$ cat src/rtl/slot_i2s_tx_pkg.sv
// Shared constants, state type and slot helper for the I2S slot transmitter.
package slot_i2s_tx_pkg;

  localparam int I2S_SLOT_BITS  = 32;
  localparam int I2S_FRAME_BITS = 64;
  localparam int I2S_SLOT_W     = $clog2(I2S_SLOT_BITS);
  localparam int I2S_POS_W      = $clog2(I2S_FRAME_BITS);

  typedef enum logic {I2S_IDLE, I2S_RUN} i2s_state_t;

  // Slot 0 is the one-bit I2S delay; slots 1..width carry the sample MSB first.
  function automatic logic slot_carries_data(input logic [I2S_SLOT_W-1:0] slot,
                                             input int width);
    return (slot != '0) && (int'(slot) <= width);
  endfunction

endpackage

$ cat src/rtl/slot_i2s_tx_bit_clock.sv
// Bit-clock generator: bck divider, 64-position frame counter and RUN/IDLE control.
module slot_i2s_tx_bit_clock
  import slot_i2s_tx_pkg::*;
#(
  parameter int BCK_DIV = 4
) (
  input  logic                 clk,
  input  logic                 reset,
  input  logic                 enable,
  output logic                 bck,
  output logic                 fall_strobe,
  output logic                 frame_start,
  output logic [I2S_POS_W-1:0] position
);

  localparam int DIV_W = (BCK_DIV > 1) ? $clog2(BCK_DIV) : 1;
  localparam logic [DIV_W-1:0]     DIV_LAST = DIV_W'(BCK_DIV - 1);
  localparam logic [I2S_POS_W-1:0] POS_LAST = I2S_POS_W'(I2S_FRAME_BITS - 1);

  i2s_state_t       state, state_next;
  logic [DIV_W-1:0] div_cnt;
  logic             tc;

  always_ff @(posedge clk or posedge reset) begin
    if (reset) state <= I2S_IDLE;
    else       state <= state_next;
  end

  always_comb begin
    state_next = enable ? I2S_RUN : I2S_IDLE;
  end

  // The IDLE->RUN edge is itself a frame start, so position 0 appears with bck still low.
  always_comb begin
    tc          = (state == I2S_RUN) && (div_cnt == DIV_LAST);
    fall_strobe = tc && bck;
    frame_start = ((state == I2S_IDLE) && enable) ||
                  (fall_strobe && (position == POS_LAST));
  end

  always_ff @(posedge clk or posedge reset) begin
    if (reset) begin
      div_cnt  <= '0;
      bck      <= 1'b0;
      position <= '0;
    end else if (state != I2S_RUN || state_next != I2S_RUN) begin
      div_cnt  <= '0;
      bck      <= 1'b0;
      position <= '0;
    end else if (tc) begin
      div_cnt <= '0;
      bck     <= ~bck;
      if (bck) position <= position + I2S_POS_W'(1);
    end else begin
      div_cnt <= div_cnt + DIV_W'(1);
    end
  end

endmodule

$ cat src/rtl/slot_i2s_tx.sv
// I2S transmitter for a DAC-mode slot: one-frame holding register, per-line shifters, underrun tracking.
module slot_i2s_tx
  import slot_i2s_tx_pkg::*;
#(
  parameter int SAMPLE_WIDTH = 24,
  parameter int NUM_LINES    = 4,
  parameter int BCK_DIV      = 4
) (
  input  logic                                  clk,
  input  logic                                  reset,
  input  logic                                  enable,
  input  logic                                  in_valid,
  output logic                                  in_ready,
  input  logic [2*NUM_LINES*SAMPLE_WIDTH-1:0]   in_data,
  output logic                                  bck,
  output logic                                  lrck,
  output logic [NUM_LINES-1:0]                  sdata,
  output logic                                  underrun,
  output logic [15:0]                           underrun_count
);

  localparam int FRAME_W = 2 * NUM_LINES * SAMPLE_WIDTH;

  logic                                      fall_strobe;
  logic                                      frame_start;
  logic [I2S_POS_W-1:0]                      position;
  logic [I2S_POS_W-1:0]                      pos_next;
  logic                                      right_half;
  logic                                      data_slot;
  logic                                      hold_valid;
  logic                                      xfer;
  logic [FRAME_W-1:0]                        hold_data;
  logic [NUM_LINES-1:0][SAMPLE_WIDTH-1:0]    shift_l;
  logic [NUM_LINES-1:0][SAMPLE_WIDTH-1:0]    shift_r;
  logic [15:0]                               ur_count;

  function automatic logic [15:0] sat_inc(input logic [15:0] v);
    return (v == 16'hFFFF) ? v : v + 16'd1;
  endfunction

  slot_i2s_tx_bit_clock #(
    .BCK_DIV(BCK_DIV)
  ) u_bit_clock (
    .clk        (clk),
    .reset      (reset),
    .enable     (enable),
    .bck        (bck),
    .fall_strobe(fall_strobe),
    .frame_start(frame_start),
    .position   (position)
  );

  assign in_ready       = !hold_valid;
  assign xfer           = in_valid && !hold_valid;
  assign pos_next       = position + I2S_POS_W'(1);
  assign right_half     = pos_next[I2S_POS_W-1];
  assign data_slot      = slot_carries_data(pos_next[I2S_SLOT_W-1:0], SAMPLE_WIDTH);
  assign underrun_count = ur_count;

  // xfer implies the register was empty, so it never collides with a consuming frame start.
  always_ff @(posedge clk or posedge reset) begin
    if (reset)            hold_valid <= 1'b0;
    else if (xfer)        hold_valid <= 1'b1;
    else if (frame_start) hold_valid <= 1'b0;
  end

  always_ff @(posedge clk) begin
    if (xfer) hold_data <= in_data;
  end

  // Shifters feed their MSB to sdata on each data-slot falling edge; empty hold loads silence.
  always_ff @(posedge clk) begin
    if (frame_start) begin
      for (int k = 0; k < NUM_LINES; k++) begin
        shift_l[k] <= hold_valid ? hold_data[(2*k)*SAMPLE_WIDTH +: SAMPLE_WIDTH] : '0;
        shift_r[k] <= hold_valid ? hold_data[(2*k+1)*SAMPLE_WIDTH +: SAMPLE_WIDTH] : '0;
      end
    end else if (fall_strobe && data_slot) begin
      for (int k = 0; k < NUM_LINES; k++) begin
        if (right_half) shift_r[k] <= shift_r[k] << 1;
        else            shift_l[k] <= shift_l[k] << 1;
      end
    end
  end

  always_ff @(posedge clk or posedge reset) begin
    if (reset) begin
      lrck     <= 1'b0;
      sdata    <= '0;
      underrun <= 1'b0;
      ur_count <= '0;
    end else begin
      underrun <= frame_start && !hold_valid;
      if (frame_start && !hold_valid) ur_count <= sat_inc(ur_count);
      if (!enable || frame_start) begin
        lrck  <= 1'b0;
        sdata <= '0;
      end else if (fall_strobe) begin
        lrck <= right_half;
        for (int k = 0; k < NUM_LINES; k++) begin
          sdata[k] <= data_slot &&
                      (right_half ? shift_r[k][SAMPLE_WIDTH-1] : shift_l[k][SAMPLE_WIDTH-1]);
        end
      end
    end
  end

endmodule

$ cat config.mk
export PLATFORM = sky130hd
export DESIGN_NAME = slot_i2s_tx
export DESIGN_NICKNAME = d
export VERILOG_FILES = /design/src/rtl/slot_i2s_tx_pkg.sv /design/src/rtl/slot_i2s_tx_bit_clock.sv /design/src/rtl/slot_i2s_tx.sv
export SDC_FILE = /design/constraint.sdc
export NUM_CORES = 1
export LEC_CHECK = 0
export CORE_UTILIZATION = 35
export DETAILED_ROUTE_END_ITERATION = 8
export SLEW_MARGIN = 10
export SYNTH_ARGS = -nofsm -noshare
export SYNTH_HDL_FRONTEND = slang
export SYNTH_HIERARCHICAL = 1
export SYNTH_SLANG_ARGS = --single-unit
$ cat constraint.sdc
create_clock -name clk -period 9.8 [get_ports clk]
set_input_delay 1.96 -clock clk [delete_from_list [all_inputs] [get_ports clk]]
set_output_delay 1.96 -clock clk [all_outputs]
set_load 0.02 [all_outputs]
==> flow_metrics.env <==
export IMPL_max_freq_mhz=202
export IMPL_drive_above_1_share=0.0626
export IMPL_synth_simple_area_share=0.0727
export IMPL_antenna_left=0
export IMPL_grt_pass1_wl_um=48500
export IMPL_core_area_mm2=0.0443
export IMPL_port_buffers=219
export IMPL_grt_max_degree=200
export IMPL_synth_cell_types=42
export IMPL_outcome="finished, final reports clean"
export IMPL_path_cells="clkdlybuf4s50_1 -> inv_1 -> o22ai_4 -> buf_12 -> o21bai_4 -> buf_4 -> buf_4"
export IMPL_critPathLaunch="enable"
export IMPL_crit_top_cell="buf_4"
export IMPL_clk_pin_slew_ns=0.06
export IMPL_hold_depth=1
export IMPL_max_vdd_ir_drop_v=0.000116
export IMPL_holdWs_ns=0.450
export IMPL_min_from="u_bit_clock/div_cnt[0]"
export IMPL_synth_main_ff_cell="edfxtp_1"
export IMPL_synth_avg_cell_area_um2=13.7
export IMPL_initial_core_util=0.355
export IMPL_min_path_type="reg -> reg"
export IMPL_power_density_mw_per_mm2=209
export IMPL_worst_slew_pin_transition_ns=1.09
export IMPL_setup_tns_ns=0
export IMPL_n_fill_cell=4011
export IMPL_dp_hpwl_um=18400
export IMPL_grt_overflow_total=0
export IMPL_pwr_share_seq=0.519
export IMPL_crit_fanout=199
export IMPL_clkPwrFrac=0.401
export IMPL_synth_seq_cells=417
export IMPL_dp_cells=1917
export IMPL_ys_seq_area_frac=0.786
export IMPL_synth_compound_area_frac=0.0682
export IMPL_p_int_mw=3.25
export IMPL_clock_sinks=417
export IMPL_cp_top_family="buffers and inverters"
export IMPL_async_flop_share=0.0791
export IMPL_drc=0
export IMPL_gp_congestion=0.750
export IMPL_final_max_slew_viol_count=0
export IMPL_io_pin_count=220
export IMPL_synthToLayoutAreaGrowth_pct=27.4
export IMPL_synth_nets=1343
export IMPL_synth_xor_area_share=0.00780
export IMPL_htreeDepth=2
export IMPL_r2r_start="u_bit_clock/div_cnt[0]"
export IMPL_min_period_ns=4.95
export IMPL_rows=77
export IMPL_crit_cells=7
export IMPL_synthMuxAreaShare=0.00422
export IMPL_setup_viol=0
export IMPL_cp_slowest_cell="buf_4"
export IMPL_maxSlewHeadroom=0.276
export IMPL_final_setup_skew_ns=0.0197
export IMPL_rsz0062_at_grt="false"
export IMPL_syn_inst=1144
export IMPL_synth_top_family_by_area="simple AND/OR/NAND/NOR gates"
export IMPL_ctsHoldBuffers=0
export IMPL_yosysWarnings=6
export IMPL_num_antenna_cells=0
export IMPL_cts_buffers=45
export IMPL_fin_cells=1998
export IMPL_timing_critical_path_buf_inv=5
export IMPL_crit_arrival_ns=5.14
export IMPL_wl_per_cell_um=15.3
export IMPL_fin_nets=1571
export IMPL_crit_path_max_incr_delay_ns=0.69
export IMPL_cp_required_ns=9.98
export IMPL_cap_violations=0
export IMPL_end_kind="flop"
export IMPL_leakagePower_nw=7.43
export IMPL_synth_adder_area_share=0.00239
export IMPL_routed_via_count=8885
export IMPL_clk_path_buf_depth=3
export IMPL_cts_repair_resized=0
export IMPL_combPwrFrac=0.080
export IMPL_drt_iter0_markers=808
export IMPL_fin_util=0.452
export IMPL_min_period_over_period=0.506
export IMPL_grt_pass1_vias=8864
export IMPL_crit_type="in -> reg"
export IMPL_die_y_um=214
export IMPL_synth_edf_count=384
export IMPL_p_sw_mw=0.929
export IMPL_postCtsSetupBuffers=0
export IMPL_netlist_area_mm2=0.0157
export IMPL_power_share_switching=0.222
export IMPL_die_w_um=214
export IMPL_cts_tree="yes"
export IMPL_worstSetupStartpointType="input pin"
export IMPL_drt_pass1_iter_count=5
export IMPL_r2r_cells=7
export IMPL_r2r_setup_slack_ns=6.04
export IMPL_fin_ws_ns=4.85
export IMPL_grtUsageTotal=0.135
export IMPL_antenna_found_initial=0
export IMPL_via_per_inst=4.45
export IMPL_hold_viol_final=0
export IMPL_die_area_mm2=0.0458
export IMPL_clk_latency_ns=0.57
export IMPL_cts_root_buf="clkbuf_16"
export IMPL_wl_um=30500
export IMPL_pre_cts_slack_ns=4.36
-- cell type report --
| class | instances | area, um2 | area share |
|---|---|---|---|
| Sequential cell | 417 | 12400 | 0.617 |
| Multi-Input combinational cell | 489 | 2490 | 0.124 |
| Timing Repair Buffer | 228 | 2270 | 0.113 |
| Clock buffer | 49 | 1160 | 0.0580 |
| Tap cell | 592 | 741 | 0.0370 |
| Inverter | 191 | 717 | 0.0358 |
| Clock inverter | 32 | 303 | 0.0151 |
-- cell usage after synthesis, drive strengths merged (4+ instances only) --
| library cell | instances | share of area |
|---|---|---|
| nand2 | 197 | 0.047 |
| nand4 | 9 | 0.0057 |
| edfxtp | 384 | 0.73 |
| inv | 191 | 0.046 |
| a31oi | 5 | 0.0020 |
| nor2 | 10 | 0.0024 |
| xor2 | 11 | 0.0061 |
| clkbuf | 23 | 0.0055 |
| and3 | 10 | 0.0040 |
| dfrtp | 33 | 0.053 |
| buf | 24 | 0.0080 |
| a21oi | 5 | 0.0016 |
| or3 | 4 | 0.0016 |
| mux2i | 4 | 0.0025 |
| nand3 | 9 | 0.0029 |
| o21ai | 192 | 0.061 |
| nor3 | 5 | 0.0016 |
-- worst register-to-register path: stages, from the launching register on --
cell	delay, ns
dfrtp_1	0.35
ha_1	0.36
nand4_2	0.22
o22ai_4	0.20
buf_12	0.53
o21bai_4	0.51
buf_4	0.45
buf_4	0.72
-- metrics by stage --
stage	cell area (um2)	power [mW]
after detailed placement	18600	2.55
after floorplan	15700	2.38
after global placement	18600	2.54
final	20000	4.18
after global routing	20000	4.35
after CTS	20000	4.25
-- state kept, by name (all words and copies together) (netlist names) --
signal	cells
shift_r	96
u_bit_clock/div_cnt	2
u_bit_clock/state	1
sdata	4
shift_l	96
u_bit_clock/position	6
lrck	1
hold_data	192
u_bit_clock/bck	1
hold_valid	1
underrun	1
underrun_count	16
-- cells by family after synthesis --
logic type / Yosys count
AOI/OAI and AO/OA: 209
xor gates and xnor gates: 14
adders and majority gates: 3
and+or+nand+nor: 257
DFF: 417
buffers and inverters: 238
muxes: 6
-- final timing paths --
check	to
worst max-delay path	shift_l[74]
worst min-delay path	u_bit_clock/div_cnt[0]
worst max register to register	shift_l[74]
worst min register to register	u_bit_clock/div_cnt[0]
max in group asynchronous	underrun_count[6]
min in group asynchronous	u_bit_clock/div_cnt[0]
-- layer usage --
metal / vias up / wire length (um) / global-route usage
met5: - / 0 / 0
met4: 0 / 708 / 0.0494
met3: 55 / 1270 / 0.0239
met2: 196 / 14100 / 0.208
met1: 4260 / 14400 / 0.191
li1: 4374 / - / -
-- power groups by stage --
stage	Combinational, mW	Clock, mW	Sequential [mW]
final	0.335	1.67	2.17
after global routing	0.374	1.79	2.19
after CTS	0.346	1.73	2.17
after detailed placement	0.345	0	2.21
after global placement	0.337	0	2.21
after floorplan	0.156	0	2.22
-- placed cells by master (no fill, tap or decap), drive strengths merged, types with 2 or more instances in the layout --
| cell | synthesis | layout |
|---|---|---|
| clkinv | 0 | 24 |
| inv | 191 | 192 |
| or3 | 4 | 4 |
| mux2i | 4 | 4 |
| a31oi | 5 | 5 |
| mux2 | 2 | 2 |
| nand2 | 197 | 197 |
| and2 | 3 | 3 |
| xnor2 | 3 | 3 |
| xor2 | 11 | 11 |
| ha | 3 | 3 |
| clkinvlp | 0 | 2 |
| o21bai | 3 | 3 |
| and3 | 10 | 10 |
| clkdlybuf4s50 | 0 | 219 |
| nand3 | 9 | 9 |
| nor2 | 10 | 10 |
| edfxtp | 384 | 384 |
| o21ai | 192 | 192 |
| nor3 | 5 | 5 |
| bufinv | 0 | 5 |
| dfrtp | 33 | 33 |
| a21oi | 5 | 5 |
| nor2b | 2 | 2 |
| nand4 | 9 | 9 |
| buf | 24 | 9 |
| clkbuf | 23 | 49 |
No activity file was read; power rests on OpenSTA's default activity.
